### config.mk
export PLATFORM = sky130hd
export DESIGN_NAME = lcd_text_arbiter
export DESIGN_NICKNAME = d
export VERILOG_FILES = /design/src/rtl/lcd_pkg.sv /design/src/rtl/lcd_rr_pick2.sv /design/src/rtl/lcd_text_arbiter.sv
export SDC_FILE = /design/constraint.sdc
export NUM_CORES = 1
export LEC_CHECK = 0
export CORE_AREA = 2 2 154 156
export CTS_BUF_LIST = sky130_fd_sc_hd__clkbuf_16
export DETAILED_ROUTE_END_ITERATION = 12
export DIE_AREA = 0 0 156 158
export GPL_ROUTABILITY_DRIVEN = 0
export GPL_TIMING_DRIVEN = 0
export PLACE_DENSITY = 0.69
export SKIP_CTS_REPAIR_TIMING = 1
export SLEW_MARGIN = 40
export SYNTH_ARGS = -nofsm -noshare
export SYNTH_HDL_FRONTEND = slang
export SYNTH_SLANG_ARGS = --single-unit
### constraint.sdc
create_clock -name CLK -period 6.4 [get_ports CLK]
set_input_delay 0.64 -clock CLK [delete_from_list [all_inputs] [get_ports CLK]]
set_output_delay 0.64 -clock CLK [all_outputs]
set_load 0.05 [all_outputs]
### src/rtl/lcd_pkg.sv
// Shared types and constants for the LCD text arbiter slice.
package lcd_pkg;

    // Arbiter sequencing: pick a requester, fire sendText, wait for the writer, idle gap.
    typedef enum logic [1:0] {
        IDLE   = 2'd0,
        LAUNCH = 2'd1,
        WAIT   = 2'd2,
        GAP    = 2'd3
    } arbState_t;

    localparam int LCD_TEXT_W = 128;        // 16 characters x 8 bits, char 0 in MSB byte
    localparam int CLK_FREQ   = 50000000;   // system clock in Hz
    localparam int T10US      = CLK_FREQ / 100000;
    localparam int T50MS      = CLK_FREQ / 20;

    // Larger of two cycle counts, used to size a counter shared by two phases.
    function automatic int maxInt(input int a, input int b);
        return (a > b) ? a : b;
    endfunction

endpackage

### src/rtl/lcd_rr_pick2.sv
// Two-way round-robin pick: the pointed-to requester wins if it is asking,
// otherwise the other one does.
module lcd_rr_pick2 (
    input  logic [1:0] req,
    input  logic       ptr,
    output logic       winner,
    output logic       valid
);

    // Favour the requester named by the pointer, fall back to the other one
    always_comb begin
        valid  = |req;
        winner = req[ptr] ? ptr : ~ptr;
    end

endmodule

### src/rtl/lcd_text_arbiter.sv
// Shares one LCD text writer between two requesters. A round-robin winner has
// its line/text snapshotted, the writer gets a single sendText pulse, and the
// arbiter then waits for the writer's done flag to rise (or a timeout) before
// enforcing an idle gap ahead of the next grant. All outputs are registered.
module lcd_text_arbiter
    import lcd_pkg::*;
#(
    parameter int TEXT_W      = LCD_TEXT_W,
    parameter int TIMEOUT_CYC = T50MS,
    parameter int GAP_CYC     = T10US
) (
    input  logic              CLK,
    input  logic              RST_N,
    input  logic              req0,
    input  logic              line0,
    input  logic [TEXT_W-1:0] text0,
    output logic              gnt0,
    output logic              done0,
    input  logic              req1,
    input  logic              line1,
    input  logic [TEXT_W-1:0] text1,
    output logic              gnt1,
    output logic              done1,
    output logic              lcd_send,
    output logic              lcd_line,
    output logic [TEXT_W-1:0] lcd_text,
    input  logic              lcd_done,
    output logic              busy,
    output logic              timeout_err
);

    // Timer (WAIT) and gap counter (GAP) are never live together, so one register serves both.
    localparam int CNT_W = $clog2(maxInt(TIMEOUT_CYC, GAP_CYC) + 1);
    localparam logic [CNT_W-1:0] TO_LAST  = CNT_W'(TIMEOUT_CYC - 1);
    localparam logic [CNT_W-1:0] GAP_LAST = CNT_W'((GAP_CYC > 0) ? GAP_CYC - 1 : 0);

    arbState_t         state, stateNext;
    logic [CNT_W-1:0]  cnt, cntNext;
    logic              ptr, ptrNext;
    logic              owner, ownerNext;
    logic              doneQ;
    logic              doneEdge;
    logic              pickWinner, pickValid;

    logic              gnt0Next, gnt1Next, done0Next, done1Next;
    logic              sendNext, lineNext, busyNext, errNext;
    logic [TEXT_W-1:0] textNext;

    lcd_rr_pick2 u_pick (
        .req    ({req1, req0}),
        .ptr    (ptr),
        .winner (pickWinner),
        .valid  (pickValid)
    );

    // Writer completion is the rising edge of its done flag; a flag already high does not count.
    assign doneEdge = lcd_done & ~doneQ;

    // State register
    always_ff @(posedge CLK or negedge RST_N) begin
        if (!RST_N) begin
            state <= IDLE;
        end else begin
            state <= stateNext;
        end
    end

    // Next state and next values of every registered output/control bit
    always_comb begin
        stateNext = state;
        cntNext   = cnt;
        ptrNext   = ptr;
        ownerNext = owner;
        lineNext  = lcd_line;
        textNext  = lcd_text;
        busyNext  = busy;
        gnt0Next  = 1'b0;
        gnt1Next  = 1'b0;
        done0Next = 1'b0;
        done1Next = 1'b0;
        sendNext  = 1'b0;
        errNext   = 1'b0;

        case (state)
            IDLE: begin
                busyNext = 1'b0;
                if (pickValid) begin
                    ownerNext = pickWinner;
                    ptrNext   = ~pickWinner;
                    lineNext  = pickWinner ? line1 : line0;
                    textNext  = pickWinner ? text1 : text0;
                    gnt0Next  = ~pickWinner;
                    gnt1Next  = pickWinner;
                    busyNext  = 1'b1;
                    stateNext = LAUNCH;
                end
            end
            LAUNCH: begin
                // A done edge here belongs to an earlier transfer and is ignored.
                sendNext  = 1'b1;
                cntNext   = '0;
                stateNext = WAIT;
            end
            WAIT: begin
                if (doneEdge) begin
                    done0Next = ~owner;
                    done1Next = owner;
                    cntNext   = '0;
                    stateNext = GAP;
                end else if (cnt >= TO_LAST) begin
                    done0Next = ~owner;
                    done1Next = owner;
                    errNext   = 1'b1;
                    cntNext   = '0;
                    stateNext = GAP;
                end else begin
                    cntNext = cnt + CNT_W'(1);
                end
            end
            GAP: begin
                if (cnt >= GAP_LAST) begin
                    busyNext  = 1'b0;
                    cntNext   = '0;
                    stateNext = IDLE;
                end else begin
                    cntNext = cnt + CNT_W'(1);
                end
            end
            default: begin
                stateNext = IDLE;
            end
        endcase
    end

    // Output, snapshot and bookkeeping registers; all return to zero on reset
    always_ff @(posedge CLK or negedge RST_N) begin
        if (!RST_N) begin
            cnt         <= '0;
            ptr         <= 1'b0;
            owner       <= 1'b0;
            doneQ       <= 1'b0;
            gnt0        <= 1'b0;
            gnt1        <= 1'b0;
            done0       <= 1'b0;
            done1       <= 1'b0;
            lcd_send    <= 1'b0;
            lcd_line    <= 1'b0;
            lcd_text    <= '0;
            busy        <= 1'b0;
            timeout_err <= 1'b0;
        end else begin
            cnt         <= cntNext;
            ptr         <= ptrNext;
            owner       <= ownerNext;
            doneQ       <= lcd_done;
            gnt0        <= gnt0Next;
            gnt1        <= gnt1Next;
            done0       <= done0Next;
            done1       <= done1Next;
            lcd_send    <= sendNext;
            lcd_line    <= lineNext;
            lcd_text    <= textNext;
            busy        <= busyNext;
            timeout_err <= errNext;
        end
    end

endmodule
==> flow_summary_export.csv, run 1 <==
group,metric,value,unit
setup_path,critical_path.endpoint_type,"register",
logic_synthesis,synth_top_area_share,57.5,%
global_routing,grt_pass1_wl,41100,um
logic_synthesis,netlist_top_cells_area,"dfrtp_1, a222oi_1, inv_1, clkbuf_1, o31ai_1",
power_and_ir_drop,p_clk_share,15.6,%
setup_path,crit_arrival,3190,ps
routing,drc_errors,0,
global_routing,grt_usage,21.8,%
clocking,htreeDepth,4,
power_and_ir_drop,peakVddDrop,0.000255,V
finish,regArea,4080,sq um
logic_synthesis,syn_area,7100,sq um
floorplan,start_util,30.8,%
placed_design,place_hpwl,21700,um
logic_synthesis,ys.warnings.count,0,
job,maxCapViolCount,0,
logic_synthesis,synth.avg_cell_area,11.4,sq um
timing,drv_slew,0,
power_and_ir_drop,pwr-share-seq,26.9,%
hold_path,holdCritPathClass,"input pin to async pin",
placed_design,detailed_place.area,11500,sq um
logic_synthesis,synth_most_common_cell,"dfrtp_1",
clocking,root_buffer,"clkbuf_16",
global_routing,antenna_found_initial,6,
routing,ant_nets,0,
power_and_ir_drop,switching_power,3.07,mW
routing,vias_per_cell,5.39,
logic_synthesis,synth_top_cell_by_area,"dfrtp_1",
logic_synthesis,synth_cell_types,42,
timing,min_period,2830,ps
setup_path,cp_data_required_time,6760,ps
floorplan,rows,56,
timing,finalHoldViolCount,0,
floorplan,io_pins,399,
timing,finClkSkew,9.82,ps
finish,syn2layout_area_growth,70.1,%
setup_path,path_class,"register to register",
timing,relSlewSlack,45.0,%
placed_design,portBuffers,398,
logic_synthesis,syn_inst,620,
global_routing,grt_pass1_vias,7056,
finish,layout.nets,1307,
power_and_ir_drop,pwr-share-comb,57.5,%
timing,setup_violations,0,
timing,worst_pin_slew,824,ps
routing,first_iter_violations,1115,
setup_path,cp_max_fo,10,
logic_synthesis,synth-seq-area-share,57.5,%
setup_path,crit_chain,"inv_1 > ha_1 > buf_2 > nand2_1 > a21oi_1 > clkbuf_1 > clkbuf_1 > a222oi_1 > inv_1",
setup_path,startpoint_type,"register",
logic_synthesis,ys_seq_elements,163,
power_and_ir_drop,power.internal,3.23,mW
logic_synthesis,yosys-top-cells-count,"dfrtp_1, inv_1, a222oi_1",
finish,final_util,52.4,%
finish,num-fill-cells,2023,
clocking,cts_buffer_depth,2,
clocking,cts_tree,"yes",
finish,fin_area,12100,sq um
timing,rsz0062_at_grt,"false",
routing,dr.pass1.iters,10,
floorplan,die_y,158,um
floorplan,dieArea,24600,sq um
timing,post-route-period-util,44.3,%
floorplan,die_w,156,um
clocking,cts_buffers,17,
power_and_ir_drop,p_leak,5.60,nW
floorplan,core_region_area,23100,sq um
clocking,cts.sinks,163,
logic_synthesis,async_reset_ff_share,100,%
timing,clock.fmax,0.353,GHz
power_and_ir_drop,power_density,521,nW/um^2
run_status,status,"finished clean",
routing,via_count,7262,
global_routing,grt_overflow,0,
clocking,insertion_delay,420,ps
routing,post_drt_wl_per_cell,21.1,um
logic_synthesis,syn_nets,888,
global_routing,grt_max_degree,58,
routing,routed_wl,28500,um
logic_synthesis,synth-edff-count,0,
logic_synthesis,synth-main-ff-cell,"dfrtp_1",
power_and_ir_drop,power,6.30,mW
finish,multiInputGateArea,2290,sq um
finish,layout-drive-gt1-share,5.33,%
clocking,clk_pin_slew,70,ps
setup_path,slowest_stage,"clkbuf_1",
power_and_ir_drop,switching_share,48.8,%
setup_path,slowest_delay,610,ps
[worst max-delay path, delay by kind of cell, from the launching register on]
kind	cells	cell delay [ps]
simple gates	1	70
compound gates	2	580
buf+inv	5	1540
fa+ha+maj	1	160
flops	1	410
[metal layers]
metal | global-route usage (%) | up-vias | share of wire (%)
met5 | 0 | - | 0
met4 | 8.61 | 0 | 2.9
met3 | 5.42 | 54 | 7.8
met2 | 36.3 | 371 | 49
met1 | 27.4 | 3603 | 40
li1 | - | 3234 | -
[layout make-up]
cell class,instances,share of cell area [%]
sequential,163,33.8
timing repair buffer,400,33.5
multi-input combinational,271,19.0
inverter,135,4.20
clock buffer,17,3.52
tap,290,3.01
buffer,51,1.80
clock inverter,14,1.08
antenna,6,0.124
[worst paths after layout]
kind                                    from             to  slack [ps]  cells past startpoint
worst max-delay path                state[0]  lcd_text[120]        3570                      9
worst min-delay path                   RST_N   lcd_text[64]         130                      1
worst max register to register      state[0]  lcd_text[120]        3570                      9
worst min register to register  lcd_text[52]   lcd_text[52]         490                      2
max in group asynchronous              RST_N   lcd_text[16]        5600                      2
min in group CLK                lcd_text[52]   lcd_text[52]         490                      2
[power groups by stage]
stage          Clock, mW  Combinational (mW)  Sequential (mW)
2_1_floorplan          0               0.890             3.06
3_3_place_gp           0                3.58             1.69
3_5_place_dp           0                3.63             1.70
4_1_cts             1.02                3.63             1.69
5_1_grt             1.06                3.82             1.74
6_report           0.985                3.62             1.69
[sequential cells by signal, summed over array words and instances, names as in the netlist]
name,count
done0,1
doneQ,1
done1,1
state,2
lcd_line,1
ptr,1
lcd_send,1
owner,1
busy,1
lcd_text,128
cnt,22
gnt0,1
timeout_err,1
gnt1,1
[logic make-up after synthesis]
kind of cell,synth area share (%)
flip-flops,57.5
adder cells (fa/ha/maj),0.882
buffers and inverters,10.2
AND/OR/NAND/NOR,5.64
multiplexers,0.300
AO/OA/AOI/OAI,25.5
[per-stage QoR]
step | TNS [ps] | hold slack, ps | cells | setup slack, ps
after floorplan | 0 | 344 | 620 | 4380
after global placement | -398000 | 472 | 1308 | -2460
after detailed placement | 0 | 475 | 1310 | 3180
after CTS | 0 | 130 | 1341 | 3470
after global routing | 0 | 137 | 1347 | 3280
final | 0 | 127 | 1347 | 3570
[cell usage in the layout (no fill, tap or decap), types with 4 or more instances in the layout]
cell type        Yosys  routed
clkbuf_16            0      17
a31oi_1              4       4
and2_1               8       8
diode_2              0       6
a31oi_2              5       5
inv_6                0       4
nand2_1             20      20
clkinvlp_4           0       4
a222oi_1           129     129
ha_1                 5       5
nor2_1              10      10
inv_1              135     136
a21oi_1              5       5
clkbuf_1            45      45
and3_1               6       6
o31ai_1             12      12
and4_1               4       4
clkdlybuf4s50_1      0     397
nand3_1             13      13
dfrtp_1            163     163
o31ai_2              5       5
o211ai_1            10      10
o21ai_0              4       4
Power figures use the tool's default switching activity.
==> run 2: changes to the inputs <==
Settings changed: CORE_AREA 2 2 154 156 to 2 2 155 157, DIE_AREA 0 0 156 158 to 0 0 157 159, PLACE_DENSITY 0.69 to 0.68.
Clock period 6.4 ns to 2.7 ns, I/O delays scaled along.
==> run 2 against run 1 <==
Against the previous run: clock power grew to 2.5 times the previous value; total power is 140% higher; routed wire length shrank 0.38%; flip-flop and latch count stayed put; register-to-register slack worse by 3400 ps; critical path type unchanged; critical endpoint is now lcd_text[117]; largest cell class unchanged.
==> flow_summary_export.csv, run 2 (same netlist as run 1, synthesis figures left out) <==
group,metric,value,unit
routing,via_count,7199,
clocking,cts_tree,"yes",
global_routing,grt_overflow,0,
finish,multiInputGateArea,2300,sq um
timing,drv_slew,0,
clocking,insertion_delay,420,ps
floorplan,dieArea,25000,sq um
setup_path,startpoint_type,"register",
finish,largest_reg_flops,128,
setup_path,path_class,"register to register",
routing,first_iter_violations,1169,
clocking,cts_buffers,17,
floorplan,die_w,157,um
setup_path,crit_family,"buffers and inverters",
finish,final_cell_mix,"clkdlybuf4s50_1, dfrtp_1, inv_1, a222oi_1, clkbuf_1",
floorplan,start_util,30.6,%
setup_path,slowest_delay,650,ps
placed_design,place_inst,1339,
setup_path,cp.depth,8,
finish,syn2layout_area_growth,71.5,%
clocking,root_buffer,"clkbuf_16",
job,maxCapViolCount,0,
floorplan,die_y,159,um
placed_design,pre_cts_ws,-72.4,ps
power_and_ir_drop,power_density,1240,nW/um^2
timing,finClkSkew,10.6,ps
timing,rsz0062_at_grt,"false",
placed_design,place_hpwl,21700,um
floorplan,io_pins,399,
setup_path,cp_max_fo,10,
hold_path,holdCritPathClass,"input pin to async pin",
timing,min_period,2530,ps
timing,post-route-period-util,93.8,%
finish,stdcell_count,1378,
timing,whs,279,ps
timing,finalHoldViolCount,0,
setup_path,critical_path.endpoint_type,"register",
routing,drc_errors,0,
global_routing,antenna_found_initial,8,
finish,reg_top3,"lcd_text x128, cnt x22, state x2",
finish,fin_area,12200,sq um
clocking,cts.sinks,163,
setup_path,cp_data_required_time,3050,ps
finish,layout.nets,1308,
setup_path,cp.buffers_inverters,5,
setup_path,crit_top_cell,"inv_1",
routing,vias_per_cell,5.22,
timing,relSlewSlack,46.6,%
floorplan,rows,56,
finish,top_register,"lcd_text",
placed_design,detailed_place.area,11500,sq um
setup_path,crit_chain,"inv_1 > ha_1 > buf_2 > o21ai_1 > buf_1 > clkbuf_1 > a222oi_1 > inv_1",
clocking,cts_buffer_depth,2,
global_routing,grt_pass1_wl,42100,um
power_and_ir_drop,p_leak,5.66,nW
timing,setup_tns,0,ps
timing,setup_ws,166,ps
setup_path,slowest_stage,"buf_1",
timing,setup_violations,0,
finish,layout-drive-gt1-share,6.18,%
routing,dr.pass1.iters,9,
global_routing,grt_usage,22.1,%
finish,regArea,4080,sq um
global_routing,grt_max_degree,72,
setup_path,r2r_cells,8,
global_routing,grt_pass1_vias,6970,
setup_path,crit_arrival,2880,ps
clocking,htreeDepth,4,
timing,clock.fmax,0.395,GHz
power_and_ir_drop,peakVddDrop,0.000668,V
finish,num-fill-cells,2055,
clocking,clk_pin_slew,70,ps
routing,routed_wl,28400,um
routing,ant_nets,0,
timing,worst_pin_slew,801,ps
routing,post_drt_wl_per_cell,20.6,um
floorplan,core_region_area,23200,sq um
run_status,status,"finished clean",
placed_design,portBuffers,398,
finish,final_common_cell,"clkdlybuf4s50_1",
## run 2: changes by cell type in the layout (fill, tap and decap cells not counted), sizes merged, moves of 2 or more
cell | previous run | this run
clkbuf | 62 | 60
clkinvlp | 4 | 1
buf | 9 | 11
inv | 140 | 143
## run 2: routing by layer
metal | vias to the layer above | GRT usage, % | wire, um
met2 | 360 | 36.4 | 13900
met1 | 3553 | 28.0 | 11400
met4 | 2 | 8.09 | 693
met5 | - | 0 | 13
li1 | 3247 | - | -
met3 | 37 | 5.66 | 2310
## run 2: cell type report
class / count / share of cell area (%)
well taps: 319 / 3.28
diodes: 7 / 0.144
inverters: 135 / 4.16
multi-input cells: 271 / 18.9
plain buffers: 51 / 1.87
repair buffers: 401 / 33.3
flip-flops and latches: 163 / 33.5
clock buffers: 17 / 3.49
clock inverters: 14 / 1.37
## run 2: report_power, final
group	internal, mW	leakage (nW)	switching, mW
Combinational	2.93	3.30	5.63
Sequential	3.44	2.06	0.563
Clock	1.39	0.292	1.08
Total	7.77	5.66	7.27
## run 2: final timing paths
path	startpoint	end	slack, ps
min in group CLK	lcd_done	doneQ	330
hold / removal	RST_N	lcd_text[93]	280
hold reg to reg	lcd_text[124]	lcd_text[124]	490
setup reg to reg	state[0]	lcd_text[117]	170
max in group asynchronous	RST_N	busy	1770
setup / recovery	state[0]	lcd_text[117]	170
## run 2: through the flow
stage	total power [mW]	util, %
after CTS	15.1	52.3
after detailed placement	12.6	49.8
after floorplan	9.37	-
final	15.0	52.5
after global routing	15.8	52.5
after global placement	12.5	49.5
==> run 3: changes to the inputs <==
Settings changed: CELL_PAD_IN_SITES_DETAIL_PLACEMENT set to 2, CELL_PAD_IN_SITES_GLOBAL_PLACEMENT set to 2, CORE_AREA 2 2 155 157 to not set, CORE_MARGIN set to 2, CORE_UTILIZATION set to 22, DIE_AREA 0 0 157 159 to not set, PLACE_DENSITY 0.68 to 0.81.
==> run 3 against run 2 <==
Against the previous run: die area grew 35%; global-route usage is 0.22 points lower; routed wire length grew 32%; clock power about the same; non-clock buffer count unchanged; design area rose by 0.96%; first-iteration DRC count is 23% lower; combinational power increased by 4.9%; highest routed layer unchanged.
==> flow_summary_export.csv, run 3 (same netlist as run 1, synthesis figures left out) <==
group,metric,value,unit
setup_path,worstReg2RegEnd,"lcd_text[126]",
setup_path,startpoint_type,"register",
routing,dr.pass1.iters,7,
finish,top_register,"lcd_text",
timing,min_period,2490,ps
timing,finClkSkew,8.62,ps
routing,highest_layer,"met5",
routing,dr_wl_met2,19800,um
setup_path,r2r-start,"state[0]",
floorplan,start_util,22.4,%
timing,clock.fmax,0.401,GHz
finish,regArea,4080,sq um
routing,drc_errors,0,
setup_path,critical_path.endpoint_type,"register",
timing,finalHoldViolCount,0,
timing,setup_tns,0,ps
routing,vias_per_cell,5.16,
setup_path,crit_arrival,2800,ps
timing,post-route-period-util,92.4,%
finish,final_common_cell,"clkdlybuf4s50_1",
setup_path,cp_data_required_time,3000,ps
routing,wl_met1,13700,um
finish,reg_top3,"lcd_text x128, cnt x22, state x2",
clocking,cts.sinks,163,
finish,layout.nets,1308,
global_routing,grt_usage,21.9,%
global_routing,antenna_found_initial,12,
placed_design,detailed_place.area,11600,sq um
clocking,cts_tree,"yes",
floorplan,die_y,184,um
floorplan,dieArea,33700,sq um
routing,via_count,7562,
setup_path,r2r_slack,210,ps
power_and_ir_drop,power_density,1270,nW/um^2
finish,stdcell_count,1466,
timing,drv_slew,0,
clocking,cts_buffers,17,
power_and_ir_drop,peakVddDrop,0.000473,V
setup_path,cp_max_fo,10,
finish,num-fill-cells,3306,
finish,final_cell_mix,"clkdlybuf4s50_1, dfrtp_1, inv_1, a222oi_1, clkbuf_1",
run_status,status,"finished clean",
timing,relSlewSlack,48.3,%
timing,setup_violations,0,
finish,syn2layout_area_growth,73.2,%
setup_path,path_class,"register to register",
floorplan,io_pins,399,
finish,layout-drive-gt1-share,6.93,%
clocking,insertion_delay,440,ps
floorplan,die_w,184,um
global_routing,grt_overflow,0,
global_routing,grt_max_degree,69,
timing,rsz0062_at_grt,"false",
clocking,cts_buffer_depth,2,
clocking,root_buffer,"clkbuf_16",
routing,post_drt_wl_per_cell,25.6,um
global_routing,grt_pass1_vias,8347,
power_and_ir_drop,p_leak,5.66,nW
routing,wl_met3,2500,um
placed_design,portBuffers,398,
hold_path,holdCritPathClass,"input pin to async pin",
clocking,clk_pin_slew,70,ps
floorplan,core_region_area,31600,sq um
job,maxCapViolCount,0,
clocking,htreeDepth,4,
floorplan,rows,65,
placed_design,place_hpwl,27700,um
setup_path,r2r_cells,8,
finish,multiInputGateArea,2300,sq um
global_routing,grt_pass1_wl,54500,um
finish,fin_area,12300,sq um
timing,setup_ws,205,ps
placed_design,place_inst,1422,
power_and_ir_drop,power,15.6,mW
routing,ant_nets,0,
timing,worst_pin_slew,773,ps
routing,routed_wl,37500,um
routing,first_iter_violations,895,
placed_design,pre_cts_ws,-504,ps
finish,largest_reg_flops,128,
run 3: through the flow:
| stage | hold slack [ps] | utilization (%) |
|---|---|---|
| 2_1_floorplan | -25.6 | - |
| 3_3_place_gp | 470 | 36.6 |
| 3_5_place_dp | 169 | 36.8 |
| 4_1_cts | -318 | 38.6 |
| 5_1_grt | 298 | 38.8 |
| 6_report | 306 | 38.8 |
run 3: cell type report:
class | instances | share of cell area, %
inverters | 135 | 4.12
clock buffers | 17 | 3.46
repair buffers | 401 | 33.0
clock inverters | 15 | 1.26
well taps | 402 | 4.09
plain buffers | 51 | 1.93
diodes | 11 | 0.224
flip-flops and latches | 163 | 33.2
multi-input cells | 271 | 18.7
run 3: per-layer routing:
layer | global-route usage [%] | up-vias
li1 | - | 3238
met1 | 23.9 | 3917
met2 | 39.8 | 336
met3 | 5.37 | 69
met4 | 10.1 | 2
met5 | 0 | -
run 3: report_power, final:
part | switching [mW] | internal (mW) | leakage (nW) | total [mW]
logic | 6.04 | 2.94 | 3.32 | 8.98
clock network | 1.13 | 1.37 | 0.275 | 2.50
registers | 0.635 | 3.45 | 2.06 | 4.08
run 3: critical path: stages (launching register included):
cell	delay (ps)
dfrtp_1	440
inv_1	110
ha_1	180
buf_2	240
o21ai_1	160
clkbuf_2	340
clkbuf_1	350
a222oi_1	390
inv_1	140
run 3: worst max-delay path by stage:
stage,to,slack (ps),startpoint
after floorplan,cnt[19],680,cnt[0]
after global placement,lcd_text[25],-6090,RST_N
after detailed placement,lcd_text[118],-500,req1
after CTS,lcd_text[118],-470,state[0]
after global routing,lcd_text[126],20,state[0]
final,lcd_text[126],210,state[0]
